--- config.mk ---
export PLATFORM = sky130hd
export DESIGN_NAME = convertidor_bcd_bin
export DESIGN_NICKNAME = d
export VERILOG_FILES = /design/src/rtl/convertidor_bcd_bin.sv
export SDC_FILE = /design/constraint.sdc
export NUM_CORES = 1
export LEC_CHECK = 0
export BUFFER_PORTS_ARGS = -buffer_cell sky130_fd_sc_hd__buf_4
export CAP_MARGIN = 25
export CELL_PAD_IN_SITES_DETAIL_PLACEMENT = 0
export CELL_PAD_IN_SITES_GLOBAL_PLACEMENT = 2
export CORE_MARGIN = 3
export CORE_UTILIZATION = 37
export CTS_CLUSTER_DIAMETER = 150
export CTS_CLUSTER_SIZE = 24
export DETAILED_ROUTE_END_ITERATION = 6
export PLACE_DENSITY_LB_ADDON = 0.2
export SLEW_MARGIN = 15
export SYNTH_ARGS = -nofsm -noshare
export SYNTH_HDL_FRONTEND = slang
export SYNTH_SLANG_ARGS = --single-unit
--- constraint.sdc ---
create_clock -name clock -period 1.7 [get_ports clock]
set_clock_uncertainty 0.1 [all_clocks]
set_input_delay 0.34 -clock clock [delete_from_list [all_inputs] [get_ports clock]]
set_output_delay 0.34 -clock clock [all_outputs]
set_load 0.005 [all_outputs]
--- src/rtl/convertidor_bcd_bin.sv ---
// Sequential 4-digit BCD to saturated binary converter using reverse double-dabble
// (shift right, subtract 3 from any BCD nibble >= 8) with a start/done handshake.
module convertidor_bcd_bin #(
  parameter int BUS = 8
) (
  input  logic           clock,
  input  logic           reset_n,
  input  logic           start,
  input  logic [15:0]    bcd_in,
  output logic           busy,
  output logic           done,
  output logic [BUS-1:0] num_bin,
  output logic           overflow,
  output logic           error
);

  typedef enum logic [1:0] {
    IDLE = 2'd0,
    CONV = 2'd1,
    DONE = 2'd2
  } state_t;

  localparam logic [13:0] MAX_C = 14'((32'd1 << BUS) - 32'd1);

  state_t           state_q, state_d;
  logic [29:0]      sr_q, sr_d;
  logic [3:0]       cnt_q, cnt_d;
  logic             busy_q, busy_d;
  logic             done_q, done_d;
  logic [BUS-1:0]   num_q, num_d;
  logic             ovf_q, ovf_d;
  logic             err_q, err_d;
  logic [29:0]      step_s;
  logic [13:0]      v_s;

  function automatic logic any_bad_digit(input logic [15:0] b);
    logic bad;
    bad = 1'b0;
    for (int i = 0; i < 4; i++) begin
      if (b[4*i +: 4] > 4'd9) begin
        bad = 1'b1;
      end else begin
        bad = bad;
      end
    end
    return bad;
  endfunction

  // One iteration: shift right, then pull each BCD nibble back by 3 when it reached 8 or more.
  function automatic logic [29:0] dabble_step(input logic [29:0] s);
    logic [29:0] t;
    t = s >> 1;
    for (int i = 0; i < 4; i++) begin
      if (t[14+4*i +: 4] >= 4'd8) begin
        t[14+4*i +: 4] = t[14+4*i +: 4] - 4'd3;
      end else begin
        t[14+4*i +: 4] = t[14+4*i +: 4];
      end
    end
    return t;
  endfunction

  assign step_s = dabble_step(sr_q);
  assign v_s    = step_s[13:0];

  // State and output registers
  always_ff @(posedge clock or negedge reset_n) begin
    if (!reset_n) begin
      state_q <= IDLE;
      sr_q    <= 30'd0;
      cnt_q   <= 4'd0;
      busy_q  <= 1'b0;
      done_q  <= 1'b0;
      num_q   <= '0;
      ovf_q   <= 1'b0;
      err_q   <= 1'b0;
    end else begin
      state_q <= state_d;
      sr_q    <= sr_d;
      cnt_q   <= cnt_d;
      busy_q  <= busy_d;
      done_q  <= done_d;
      num_q   <= num_d;
      ovf_q   <= ovf_d;
      err_q   <= err_d;
    end
  end

  // Next-state and next-output logic
  always_comb begin
    state_d = state_q;
    sr_d    = sr_q;
    cnt_d   = cnt_q;
    busy_d  = 1'b0;
    done_d  = 1'b0;
    num_d   = num_q;
    ovf_d   = ovf_q;
    err_d   = err_q;
    case (state_q)
      IDLE: begin
        if (start) begin
          if (any_bad_digit(bcd_in)) begin
            err_d   = 1'b1;
            num_d   = '0;
            ovf_d   = 1'b0;
            done_d  = 1'b1;
            state_d = DONE;
          end else begin
            sr_d    = {bcd_in, 14'd0};
            cnt_d   = 4'd0;
            err_d   = 1'b0;
            ovf_d   = 1'b0;
            busy_d  = 1'b1;
            state_d = CONV;
          end
        end else begin
          state_d = IDLE;
        end
      end
      CONV: begin
        sr_d  = step_s;
        cnt_d = cnt_q + 4'd1;
        if (cnt_q == 4'd13) begin
          done_d  = 1'b1;
          state_d = DONE;
          // Saturation decision uses the full 14-bit value, before truncation to BUS.
          if (v_s > MAX_C) begin
            num_d = '1;
            ovf_d = 1'b1;
          end else begin
            num_d = v_s[BUS-1:0];
            ovf_d = 1'b0;
          end
        end else begin
          busy_d = 1'b1;
        end
      end
      DONE: begin
        state_d = IDLE;
      end
      default: begin
        state_d = IDLE;
      end
    endcase
  end

  assign busy     = busy_q;
  assign done     = done_q;
  assign num_bin  = num_q;
  assign overflow = ovf_q;
  assign error    = err_q;

endmodule

# Word-level counts from Yosys, hierarchy flattened
# Index checks and enable logic that the tools add are counted.
# Widths: inputs -> output; s select.
op_classes:
  eq_ne: 6
  order_cmp: 9
  addsub: 5
  reduce_logical: 6
  n_mux: 37
op_table:
  columns: ["cell", "n"]
  rows:
  - ["$mux 30", 2]
  - ["$pmux 30 s2", 1]
  - ["$mux 8", 4]
  - ["$mux 4", 6]
  - ["$gt 4x4->1 const B", 4]
  - ["$pmux 8 s2", 1]
  - ["$mux 1", 15]
  - ["$gt 14x8->1 const B", 1]
  - ["$ge 4x4->1 const B", 3]
  - ["$sub 4x2->4 const B", 3]
  - ["$ne 2x2->1 const B", 4]
  - ["$pmux 4 s2", 1]
  - ["$mux 2", 3]
  - ["$pmux 1 s2", 3]
  - ["$reduce_and 3->1", 2]
  - ["$add 4x1->4 const B", 1]
  - ["$eq 4x4->1 const B", 1]
  - ["$ge 3x4->1 const B", 1]
  - ["$pmux 2 s2", 1]
  - ["$reduce_and 4->1", 1]
  - ["$sub 3x2->4 const B", 1]
  - ["$eq 2x1->1 const B", 1]
  - ["$logic_not 2->1", 1]
  - ["$reduce_and 2->1", 1]
  - ["$reduce_bool 2->1", 1]
totals:
  output_inout_bits: 12
  register_bits: 48

# Depth between registers and ports, before layout
logic_depth:
  word_depth: 10
  depth_mapped: 7
  mapped_depth_nobuf: 6

# Worst setup path before layout
# OpenSTA, ideal clock, no wires.
synth_path:
  path_kind: "register to register"
  startpoint: "reg cnt_q[1]"
  endpoint: "reg ovf_q, in the netlist overflow"
  stages_incl_launch_ff: 8
  arrival_time_ns: 1.285
  path_slack_ns: 0.196
  required_time_ns: 1.480
  setup_time_ns: 0.120
  path_cell_list: "dfrtp_1 inv_1 ha_1 and3_1 nand2_1 buf_2 and3_1 a31o_1"
synth_between:
  elab_chain_len: 3
synth_lines:
  columns: ["item", "line", "text"]
  rows:
  - ["from (decl)", "27", "logic [3:0] cnt_q, cnt_d;"]
  - ["from (signal assigned)", "80", "cnt_q <= cnt_d;"]
  - ["$eq 4x4->1", "123", "if (cnt_q == 4'd13) begin"]
  - ["$ne 2x2->1 (no source line)", null, null]
  - ["$reduce_and 3->1 (no source line)", null, null]
  - ["to (signal assigned)", "84", "ovf_q <= ovf_d;"]
  - ["to (decl)", "31", "logic ovf_q, ovf_d;"]
# No other way between the ends.
# A chain may end at the register's enable or synchronous reset.

# Final worst setup path
layout_path:
  startpoint: "reg cnt_q[1]"
  endpoint: "reg num_q[7], in the netlist num_bin[7]"
layout_between:
  elab_chain_len: 3
layout_lines:
  columns: ["item", "line", "text"]
  rows:
  - ["$eq 4x4->1", "123", null]
  - ["$ne 2x2->1 (no source line)", null, null]
  - ["$reduce_and 4->1 (no source line)", null, null]
  - ["to (signal assigned)", "83", "num_q <= num_d;"]
  - ["to (decl)", "30", "logic [BUS-1:0] num_q, num_d;"]
# No other way between the ends.

==> results.sh <==
export IMPL_status="finished clean"
export IMPL_syn_to_final_growth_pct=22.7
export IMPL_cts_tree="yes"
export IMPL_synthAdderAreaFrac_pct=4.45
export IMPL_synth_main_ff_cell="dfrtp_1"
export IMPL_r2r_start="cnt_q[1]"
export IMPL_tns_ns=0
export IMPL_drtIter0Drc=96
export IMPL_p_leak_nw=1.32
export IMPL_final_hold_violation_count=0
export IMPL_fillCellCount=536
export IMPL_yosys_area_share_simple_pct=8.12
export IMPL_die_w_um=84.0
export IMPL_rr_worst_depth=7
export IMPL_grt_pass1_vias=1797
export IMPL_rr_endpoint="num_bin[7]"
export IMPL_hold_path_class="in2reg"
export IMPL_critPathLaunchType="flip-flop"
export IMPL_drv_slew=0
export IMPL_dr_wl_met3_um=201
export IMPL_period_share_pct=94.5
export IMPL_worst_ep_required_time_ns=1.82
export IMPL_layout_min_cycle_time_ns=1.61
export IMPL_hold_start="bcd_in[15]"
export IMPL_coreArea_um2=5680
export IMPL_postRouteAntennaNets=0
export IMPL_wirelength_met1_mm=2.58
export IMPL_relSlewSlack_pct=60.4
export IMPL_synth_most_common_cell="dfrtp_1"
export IMPL_routed_wl_mm=5.36
export IMPL_rsz0062_at_grt="no"
export IMPL_grt_overflow_total=0
export IMPL_top_layer="met4"
export IMPL_synth_edf_count=0
export IMPL_holdPathEnd="sr_q[29]"
export IMPL_start_util_pct=39.6
export IMPL_grt_max_degree=48
export IMPL_synthMuxAreaShare_pct=1.84
export IMPL_post_place_ws_ns=0.0000594
export IMPL_ios=31
export IMPL_worst_setup_path_type="reg2reg"
export IMPL_antenna_found_initial=0
export IMPL_timing_final_ws_setup_ns=0.0929
export IMPL_max_freq_mhz=622
export IMPL_cts_sinks=47
export IMPL_p_per_area_nw_per_um2=1550
export IMPL_syn_instance_count=205
export IMPL_htreeDepth=2
export IMPL_crit_fanout=6
export IMPL_synth_seq_area_share_pct=52.3
export IMPL_setup_violations=0
export IMPL_synth_compound_gate_area_share_pct=24.6
export IMPL_num_antenna_cells=0
export IMPL_final_nets=272
export IMPL_peakVddDrop_mv=0.552
export IMPL_post_place_cells=306
export IMPL_worst_setup_path_end_kind="flip-flop"
export IMPL_gp_congestion=0.772
export IMPL_tightest_slew_ns=0.594
export IMPL_min_path_cells=3
export IMPL_grt_pass1_wl_mm=8.76
export IMPL_reg2reg_slack_ns=0.09
export IMPL_numCtsBuffers=5
export IMPL_synth_fp_nets=232
export IMPL_synth_xor_area_share_pct=3.12
export IMPL_die_area_um2=7050
export IMPL_ys_async_sr_fraction_pct=100
export IMPL_vias=1725
export IMPL_synth_top_family_by_area="compound AO/OA/AOI/OAI gates"
export IMPL_cts_root_buf="clkbuf_8"
export IMPL_fp_row_count=27
export IMPL_instances_no_fill=318
export IMPL_clk_latency_ns=0.30
export IMPL_cts_buffer_depth=2
export IMPL_avgSynthCellArea_um2=11.0
export IMPL_synth_top_cells_by_area="dfrtp_1 (52%), a22o_1 (5.1%), ha_1 (4.5%), a31oi_1 (4.2%), o2bb2ai_1 (3.5%)"
export IMPL_syn_area_um2=2250
export IMPL_dp_hpwl_mm=3.80
export IMPL_critPathArrivalTime_ns=1.73
export IMPL_synthTopCellsByCount="dfrtp_1 (47), nor2_1 (18), a31oi_1 (15), o21ai_0 (15), a22o_1 (13)"
export IMPL_total_power_w=0.00427
export IMPL_dieHeight_um=84.0
export IMPL_yosys_warnings=0
export IMPL_synth_top_cell_area_share_pct=52.3
export IMPL_ys_types=36
export IMPL_yosysTopAreaCell="dfrtp_1"
export IMPL_via_per_inst=5.42
export IMPL_grt_use_total_pct=15.6
export IMPL_drcViolationCount=0
export IMPL_ys_seq_elements=47
export IMPL_first_pass_iters=5
export IMPL_wl_met2_mm=2.48
export IMPL_drive_above_1_share_pct=24.8
export IMPL_path_clk_slew_ns=0.09
export IMPL_maxCapViolations=0
export IMPL_numPortBuffers=30
export IMPL_wl_per_cell_um=16.9
-- cells by family (layout without fill, tap and decap cells) --
logic type / Yosys count / in the layout
DFF: 47 / 47
and+or+nand+nor: 38 / 38
muxes: 4 / 4
adders and majority gates: 8 / 8
xor gates and xnor gates: 8 / 8
buffers and inverters: 23 / 64
AOI/OAI and AO/OA: 77 / 77
-- worst max path at each step --
stage	startpoint	to	cells after the start
6_report	cnt_q[1]	num_bin[7]	7
3_5_place_dp	cnt_q[1]	num_bin[1]	6
2_1_floorplan	cnt_q[1]	overflow	7
5_1_grt	sr_q[11]	num_bin[7]	4
4_1_cts	cnt_q[1]	num_bin[7]	7
3_3_place_gp	cnt_q[1]	num_bin[7]	6
-- layer usage --
layer | track usage [%] | up-vias
li1 | - | 827
met1 | 21.4 | 854
met2 | 23.4 | 34
met3 | 3.36 | 10
met4 | 7.46 | 0
met5 | 0 | -
-- sequential cells by signal, indices dropped and copies added, names as in the netlist --
name	flops
sr_q	29
num_bin	8
cnt_q	4
state_q	2
busy	1
done	1
error	1
overflow	1
-- layout by cell type (no fill, tap or decap), types with 3 or more instances in the layout --
cell type,netlist,final
dfrtp_1,47,47
buf_4,2,45
nor2_1,18,18
o21ai_0,15,15
a31oi_1,15,15
a22o_1,13,13
inv_1,9,9
o2bb2ai_1,9,9
a22oi_1,9,9
ha_1,8,8
nand2_1,7,6
a21oi_1,6,6
xnor2_1,6,6
clkbuf_8,0,5
o21ai_1,3,3
o32ai_1,3,3
nor2b_1,4,3
mux2i_1,3,3
-- worst max-delay path: stages (launching register included) --
cell and delay [ns]:
dfrtp_1 0.38, inv_1 0.05, ha_1 0.17, and3_2 0.24, nand2_2 0.12, a21boi_4 0.19
buf_4 0.16, o2bb2ai_1 0.12
-- what timing repair did --
action / in CTS / in global routing
hold endpoints to repair: 47 / 0
cloned: 0 / 0
resized for setup: 0 / 3
setup endpoints to repair: 8 / 9
hold buffers: 1 / 0
setup buffers: 2 / 1
-- final cells by class --
type                            instances  area [µm²]  area share, %
Multi-Input combinational cell        135         958           34.7
Timing Repair Buffer                   47         368           13.3
Sequential cell                        47        1180           42.6
Clock buffer                            6        72.6           2.63
Inverter                                9        33.8           1.22
Clock inverter                          2        60.1           2.18
Tap cell                               72        90.1           3.27
-- where the power goes --
part | switching [W] | internal (W) | leakage, nW
Combinational | 0.000775 | 0.000730 | 0.647
Clock | 0.000381 | 0.000588 | 0.0654
Sequential | 0.000336 | 0.00146 | 0.604
-- through the flow --
step / cell area (µm²) / util (%) / hold WS (ns)
finish: 2760 / 48.6 / 0.198
global route: 2760 / 48.6 / 0.202
CTS: 2740 / 48.3 / 0.192
floorplan: 2250 / - / -0.0556
global placement: 2580 / 45.5 / 0.277
detailed placement: 2580 / 45.5 / 0.289
Power figures use the tool's default switching activity.
